===== config.mk =====
export PLATFORM = sky130hd
export DESIGN_NAME = reed_solomon_decoder_dsm_writer
export DESIGN_NICKNAME = d
export VERILOG_FILES = /design/src/rtl/reed_solomon_decoder_dsm_writer.sv
export SDC_FILE = /design/constraint.sdc
export NUM_CORES = 1
export LEC_CHECK = 0
export CORE_AREA = 2 2 261 263
export CTS_CLUSTER_DIAMETER = 150
export DETAILED_ROUTE_END_ITERATION = 12
export DIE_AREA = 0 0 263 265
export PLACE_DENSITY_LB_ADDON = 0.12
export SYNTH_ARGS = -nofsm -noshare
export SYNTH_HDL_FRONTEND = slang
export SYNTH_SLANG_ARGS = --single-unit

===== constraint.sdc =====
create_clock -name clk -period 3.5 [get_ports clk]
set_input_delay 0.7 -clock clk [delete_from_list [all_inputs] [get_ports clk]]
set_output_delay 0.7 -clock clk [all_outputs]
set_load 0.01 [all_outputs]

===== src/rtl/reed_solomon_decoder_dsm_writer.sv =====
// reed_solomon_decoder_dsm_writer: writes one 64-byte status line to the DSM on decoder completion
// and tracks the run cycle count, write tag and completion handshake.
module reed_solomon_decoder_dsm_writer #(
    parameter int MDATA_W = 16,
    parameter int ADDR_W  = 42,
    parameter int CNT_W   = 64
) (
    input  logic               clk,
    input  logic               reset,
    input  logic [ADDR_W-1:0]  hc_dsm_base,
    input  logic               run_start,
    input  logic               run_done,
    input  logic [31:0]        err_count,
    input  logic               fail_flag,
    input  logic               c1_almfull,
    output logic               c1_req_valid,
    output logic [ADDR_W-1:0]  c1_req_addr,
    output logic [MDATA_W-1:0] c1_req_mdata,
    output logic [511:0]       c1_req_data,
    input  logic               c1_rsp_valid,
    input  logic [MDATA_W-1:0] c1_rsp_mdata,
    output logic               busy,
    output logic               wr_complete,
    output logic               no_dsm_err
);
    typedef enum logic [1:0] {IDLE, ISSUE, WAIT_RSP} state_t;
    state_t state;
    logic [CNT_W-1:0] cnt, cnt_nxt, cnt_lat;
    logic [63:0] cnt_ext;
    logic counting, overrun, fail_lat, issue;
    logic [31:0] err_lat;
    logic [ADDR_W-1:0] base_lat;
    logic [MDATA_W-1:0] tag;
    // The value latched on run_done already includes that cycle's increment.
    always_comb begin
        cnt_nxt = run_start ? '0 : (counting && !(&cnt)) ? cnt + 1'b1 : cnt;
        issue = state == ISSUE && !c1_almfull;
        cnt_ext = 64'(cnt_lat);
    end
    assign busy = state != IDLE;
    always_ff @(posedge clk) begin
        if (reset) begin
            state <= IDLE;
            cnt <= '0;
            cnt_lat <= '0;
            counting <= 1'b0;
            overrun <= 1'b0;
            fail_lat <= 1'b0;
            err_lat <= '0;
            base_lat <= '0;
            tag <= '0;
            c1_req_valid <= 1'b0;
            c1_req_addr <= '0;
            c1_req_mdata <= '0;
            c1_req_data <= '0;
            wr_complete <= 1'b0;
            no_dsm_err <= 1'b0;
        end else begin
            cnt <= cnt_nxt;
            counting <= run_start ? !run_done : counting && !run_done;
            overrun <= (run_done && busy) || (overrun && !issue);
            no_dsm_err <= no_dsm_err || (run_done && hc_dsm_base == '0);
            c1_req_valid <= issue;
            wr_complete <= 1'b0;
            case (state)
                IDLE: if (run_done && hc_dsm_base != '0) begin
                    err_lat <= err_count;
                    fail_lat <= fail_flag;
                    cnt_lat <= cnt_nxt;
                    base_lat <= hc_dsm_base;
                    state <= ISSUE;
                end
                ISSUE: if (!c1_almfull) begin
                    c1_req_addr <= base_lat;
                    c1_req_mdata <= tag;
                    c1_req_data <= {320'b0, cnt_ext, 62'b0, overrun, fail_lat, err_lat, 32'h0000_0001};
                    state <= WAIT_RSP;
                end
                WAIT_RSP: if (c1_rsp_valid && c1_rsp_mdata == tag) begin
                    wr_complete <= 1'b1;
                    tag <= tag + 1'b1;
                    state <= IDLE;
                end
                default: state <= IDLE;
            endcase
        end
    end
endmodule


==> metrics, run 1 <==
TritonCTS buffer count=between 40 and 50; vias=about 13k; Rel. slew slack=0.4301; register area share after synthesis=0.4436; count of cell types in the netlist=slightly below 50; share of the synthesized area in the top cell type=0.4436; FMAX=~340 MHz; CP bufs+invs=0; Worst path top cell family by delay=simple AND/OR/NAND/NOR gates; Max FO, Critical Path=16; Pwr per Cell Area=approximately 480 nW/um^2; Top FF cell, synth=dfxtp_1; Iteration-0 DRC Markers=between 500 and 600; die area=between 60000 and 70000 um^2; Yosys warnings=0; DRT antenna net count=0; starting density of the core=0.2587; Setup Viol. Count Final=0; Setup CP Type=flip-flop to flip-flop; Worst Setup End Kind=flip-flop; Worst Tran Pin Value=~0.85 ns; num ports=~670; worst endpoint data arrival time=3.40 ns; Gate Count Post-Synth=about 2.2k; Total Wirelength=roughly 48000 um; drt wl/cell=~15 um; first-pass GRT wire length=around 73000 um; syn_area_per_cell=8.020 um^2; Post-synth EDFFs=0; final-report max-slew violation count=0; RSZ-0062 raised after global routing=no; Worst Path Required=a little under 4 ns; most frequent cell after synthesis=nand2_1; layout cells sized above 1=0.05270; Post-layout nets=about 2.5k; Mapped Area=roughly 17000 um^2; clock buffer depth=3; ant diodes=0; pin count of the biggest net entering global routing=approximately 140; number of global-route vias before repair=approximately 12k; die height=~270 um; FFs w/ async S/R, synth=0; Worst-Skew Late Latency=0.57 ns; GRT Residual Overflow=0; ranking of synthesized cells by area=dfxtp_1 44%, buf_4 18%, nand2_1 12%; CTS root buf=clkbuf_16; drt first pass iters=5; largest vdd supply drop=between 200 and 300 uV; Hold Crit Class=flip-flop to flip-flop; H-Tree Depth=2; initial antenna violation count=1; Area Overhead vs Synth=20.55%; total clock sinks=between 300 and 400; Final min period=between 2 and 3 ns; Via density=roughly 4.0; Post-synth top cells=555 x nand2_1, 413 x buf_4, 383 x dfxtp_1; Port Buffer Count=257; crit-path cells=nand2_1 -> or4_4 -> or2_0 -> or3_1 -> nand4_1 -> xor2_1 -> o21ai_0; register bit total from synthesis=between 300 and 400; fin crit share=0.8454; CTS clk-pin slew, worst paths=~0.060 ns; crit-path max cell delay=0.72 ns; post-CTS sizing=0; FILL cells=7252; slowest cell on the critical path=or3_1; Layout Skew=between 0.02 and 0.025 ns; worst hold margin=~0.45 ns; Fin. Hold Viols=0; # rows=95; RePlAce Congestion=0.7791; Leak=0.007742 uW; Hold-fix buffers, CTS=0; total negative slack=0 ns; number of remaining DRC errors=0; Final HPWL DP=between 30000 and 40000 um; core area=about 67000 um^2; total track usage=0.1312; CTS tree=built; outcome=completed; cell taking the most area after synthesis=dfxtp_1; Maximum Capacitance Violations=0; type of origin of the critical path=flip-flop; Setup Fix Bufs, Post-CTS=0; Die Wd=approximately 260 um
==> worst reg2reg max path, stage by stage (launching register included) <==
cell and delay, ns:
dfxtp_1 0.42, nand2_1 0.10, or4_4 0.58, or2_0 0.35
or3_1 0.72, nand4_1 0.25, xor2_1 0.28, o21ai_0 0.15
==> through the flow <==
stage | instance area (um^2) | setup WS (ns) | util | cells | total power (uW)
floorplan | 18830 | 1.006 | - | 2567 | 5366
global placement | 19350 | 0.3382 | 0.2897 | 3201 | 5344
detailed placement | 19350 | 0.2743 | 0.2897 | 3201 | 5346
CTS | 20840 | 0.4925 | 0.3119 | 3283 | 10190
global route | 20840 | 0.2692 | 0.3119 | 3283 | 10420
finish | 20840 | 0.5412 | 0.3119 | 3283 | 9959
==> area by class of cell <==
| type | count | area, um^2 | share of cell area |
|---|---|---|---|
| flip-flops and latches | 383 | 7667 | 0.3680 |
| multi-input cells | 1652 | 7584 | 0.3640 |
| repair buffers | 289 | 2992 | 0.1436 |
| clock buffers | 65 | 1324 | 0.06353 |
| well taps | 873 | 1092 | 0.05242 |
| clock inverters | 17 | 162.7 | 0.007806 |
| inverters | 4 | 15.01 | 0.0007206 |
==> cell families after synthesis <==
| family | after synthesis | synth area share |
|---|---|---|
| AND/OR/NAND/NOR | 832 | 0.2049 |
| multiplexers | 3 | 0.001737 |
| buffers and inverters | 532 | 0.2087 |
| flip-flops | 383 | 0.4436 |
| XOR/XNOR | 92 | 0.04662 |
| AO/OA/AOI/OAI | 310 | 0.09280 |
| other | 1 | 0.0002170 |
| adder cells (fa/ha/maj) | 2 | 0.001448 |
==> routing by layer <==
layer  share of wire  track usage
met1            0.43       0.1621
met2            0.51       0.2319
met3           0.043      0.02452
met4           0.021      0.03737
met5         0.00027            0
==> cell usage in the layout (no fill, tap or decap), drive strengths merged, types with 9 or more instances in the layout <==
cell,instances
clkdlybuf4s50,256
nand3,32
nand4,47
xnor2,32
clkinv,9
and4,9
and3,25
a21oi,233
clkbuf,66
nor3,14
o21ai,63
nor4,16
nor2,109
conb,413
dfxtp,383
buf,32
and2,12
nand2,555
xor2,60
==> flip-flops by register name (all words and copies together), names as in the netlist, 2 cells and up <==
signal and cells:
cnt 64, c1_req_addr 42, cnt_ext 64, c1_req_data 99
state 2, tag 16, err_lat 32, c1_req_mdata 16
base_lat 42
==> path summary, 6_finish.rpt <==
kind / from / end / slack (ns) / depth (start not counted)
worst max-delay path: cnt[57] / cnt_ext[21] / 0.54 / 7
worst min-delay path: cnt_ext[59] / cnt_ext[59] / 0.45 / 2
worst max register to register: cnt[57] / cnt_ext[21] / 0.54 / 7
worst min register to register: cnt_ext[59] / cnt_ext[59] / 0.45 / 2
==> report_power, final <==
group	switching [uW]	internal (uW)	total [uW]
combinational	546	232	777
sequential	37.9	4430	4470
clock	1930	2780	4710
No activity file was read; power rests on OpenSTA's default activity.
==> run 2: changes to the inputs <==
==> constraint.sdc (replaced) <==
create_clock -name clk -period 2.71 [get_ports clk]
set_input_delay 0.542 -clock clk [delete_from_list [all_inputs] [get_ports clk]]
set_output_delay 0.542 -clock clk [all_outputs]
set_load 0.01 [all_outputs]
==> metrics, run 2 (synthesis gave the netlist of run 1 again) <==
hold path start=base_lat[1]; num ports=671 (unchanged); Fin. Hold Viols=0 (unchanged); number of global-route vias before repair=12.69k (+1.6%); Total Wirelength=48570 um (+0.44%); FMAX=390.9 MHz (+16%); H-Tree Depth=2 (unchanged); crit-path max cell delay=0.52 ns (-0.20 ns); # rows=95 (unchanged); Setup CP Type=flip-flop to flip-flop; Pwr per Cell Area=609.2 nW/um^2 (+27%); Comb pwr share=0.079 (about the same); starting density of the core=0.2587 (unchanged); Final HPWL DP=34720 um (+0.79%); Largest register FFs=99 (unchanged); clock buffer depth=3 (unchanged); Worst Setup End Kind=flip-flop; total track usage=0.1313 (about the same); fin crit share=0.9440 (+0.09867); Via density=4.048 (+0.69%); initial antenna violation count=2 (+1); Register-to-Register Path Depth=9 (+2); Port Buffer Count=257 (unchanged); RePlAce Congestion=0.7929 (+1.8%); layout cells sized above 1=0.06841 (+0.01572); drt wl/cell=14.65 um (-0.53%); CTS clk-pin slew, worst paths=0.06 ns (about the same); Hold-fix buffers, CTS=0 (unchanged); DRT antenna net count=0 (unchanged); Worst-Skew Late Latency=0.56 ns (about the same); Rel. slew slack=0.4261 (-0.004078); Die Wd=263 um (unchanged); internal power=9730 uW (+31%); RSZ-0062 raised after global routing=no; FILL cells=7207 (-0.62%); most frequent cells in the layout=553 x nand2_1, 413 x conb_1, 383 x dfxtp_1, 256 x clkdlybuf4s50_1, 233 x a21oi_1; die area=69700 um^2 (unchanged); slowest cell on the critical path=or4_4; worst hold margin=0.4466 ns (-0.0009450 ns); min setup slack post-route=0.1517 ns (-0.3896 ns); pre-CTS setup slack=-0.4579 ns (-0.7322 ns); CTS root buf=clkbuf_16; Area Overhead vs Synth=22.36%; Setup Fix Bufs, Post-CTS=0 (unchanged); Maximum Capacitance Violations=0 (unchanged); Hold Path End=c1_req_addr[1]; total negative slack=0 ns (unchanged); Iteration-0 DRC Markers=776 (+30%); Max FO, Critical Path=5 (-11); worst reg2reg path startpoint=cnt[53]; GRT Residual Overflow=0 (unchanged); worst endpoint data arrival time=2.98 ns (-0.42 ns); vias=13.42k (+1.7%); TritonCTS buffer count=46 (+2.2%); outcome=completed; largest vdd supply drop=399.6 uV (+37%); fin util=0.3166 (+0.004683); final-report max-slew violation count=0 (unchanged); CTS tree=built; Reg power frac=0.448 (about the same); pin count of the biggest net entering global routing=181 (+30%); RR Endpoint=cnt_ext[49]; Post-layout nets=2513 (+1.6%); core area=66800 um^2 (unchanged); Worst Path Required=3.13 ns (-0.81 ns); Leak=0.007954 uW (+2.7%); first-pass GRT wire length=73210 um (+0.75%); clock network power share=0.472 (about the same); total clock sinks=383 (unchanged); Net Sw Power=3153 uW (+26%); Layout Skew=0.02537 ns (+0.002097 ns); Hold Crit Class=flip-flop to flip-flop; type of origin of the critical path=flip-flop; Setup Viol. Count Final=0 (unchanged); Biggest register=c1_req_data; die height=265 um (unchanged); crit-path cells=nand3_1 -> or4_4 -> or2_4 -> buf_4 -> o31ai_2 -> buf_4 -> nor4_1 -> xnor2_1 -> o21ai_0; Worst Tran Pin Value=0.8609 ns (+0.006118 ns); drt first pass iters=5 (unchanged); Final min period=2.558 ns (-0.4004 ns); Hold Path Depth=2 (unchanged); flop2flop setup slack=0.15 ns (-0.39 ns); Net Sw Frac=0.2448 (-0.007447); number of remaining DRC errors=0 (unchanged); CP most frequent cell=buf_4; most common cell after layout, fill and taps aside=nand2_1
[run 2: how the worst max path moves through the flow]
stage / slack (ns) / depth (start not counted) / from / to
4_1_cts: 0.03 / 7 / cnt[56] / cnt_ext[23]
2_1_floorplan: 0.26 / 9 / cnt[57] / cnt_ext[12]
6_report: 0.15 / 9 / cnt[53] / cnt_ext[49]
3_3_place_gp: -0.40 / 11 / hc_dsm_base[27] / err_lat[20]
3_5_place_dp: -0.46 / 11 / hc_dsm_base[27] / base_lat[28]
5_1_grt: 0.01 / 9 / cnt[53] / cnt_ext[49]
[run 2: cell type report]
type	count	area, um^2	area share
sequential	383	7667	0.3625
multi-input combinational	1652	7620	0.3603
timing repair buffer	327	3264	0.1544
clock buffer	64	1373	0.06490
tap	873	1092	0.05165
clock inverter	11	115.1	0.005443
inverter	4	15.01	0.0007099
antenna	1	2.502	0.0001183
[run 2: power groups by stage]
stage | Clock, uW | Sequential [uW] | Combinational [uW]
after floorplan | 0 | 5900 | 1030
after global placement | 0 | 5900 | 1010
after detailed placement | 0 | 5900 | 1020
after CTS | 6330 | 5780 | 1020
after global routing | 6580 | 5790 | 1130
final | 6090 | 5780 | 1020
[run 2: layer usage]
layer	global-route usage	share of wire
met1	0.1611	0.43
met2	0.2333	0.51
met3	0.02647	0.045
met4	0.03413	0.019
met5	0	0.00027
[run 2: worst max-delay path: cells and delay by family, from the launching register on]
kind | cells | cell delay (ns)
XOR/XNOR | 1 | 0.27
AND/OR/NAND/NOR | 4 | 1.02
flip-flops | 1 | 0.36
buffers and inverters | 2 | 0.35
AO/OA/AOI/OAI | 2 | 0.43
[run 2: what timing repair did]
| action | CTS | global route |
|---|---|---|
| setup endpoints to repair | 5 | 37 |
| pin swaps | 0 | 2 |
| gates resized for setup | 1 | 6 |
[run 2: metrics by stage]
stage / total power [uW] / cells / area, um^2
6_report: 12880 / 3315 / 21150
5_1_grt: 13500 / 3314 / 21150
4_1_cts: 13130 / 3314 / 21120
3_5_place_dp: 6917 / 3239 / 19620
3_3_place_gp: 6913 / 3239 / 19620
2_1_floorplan: 6931 / 2567 / 18830
==> run 3: changes to the inputs <==
--- a/config.mk
+++ b/config.mk
@@ -9,6 +9,7 @@
 export CTS_CLUSTER_DIAMETER = 150
 export DETAILED_ROUTE_END_ITERATION = 12
 export DIE_AREA = 0 0 263 265
+export HOLD_SLACK_MARGIN = 0.08
 export PLACE_DENSITY_LB_ADDON = 0.12
 export SYNTH_ARGS = -nofsm -noshare
 export SYNTH_HDL_FRONTEND = slang
==> results of run 3 <==
The final DEF is identical to that of run 2; final timing and power are the same.
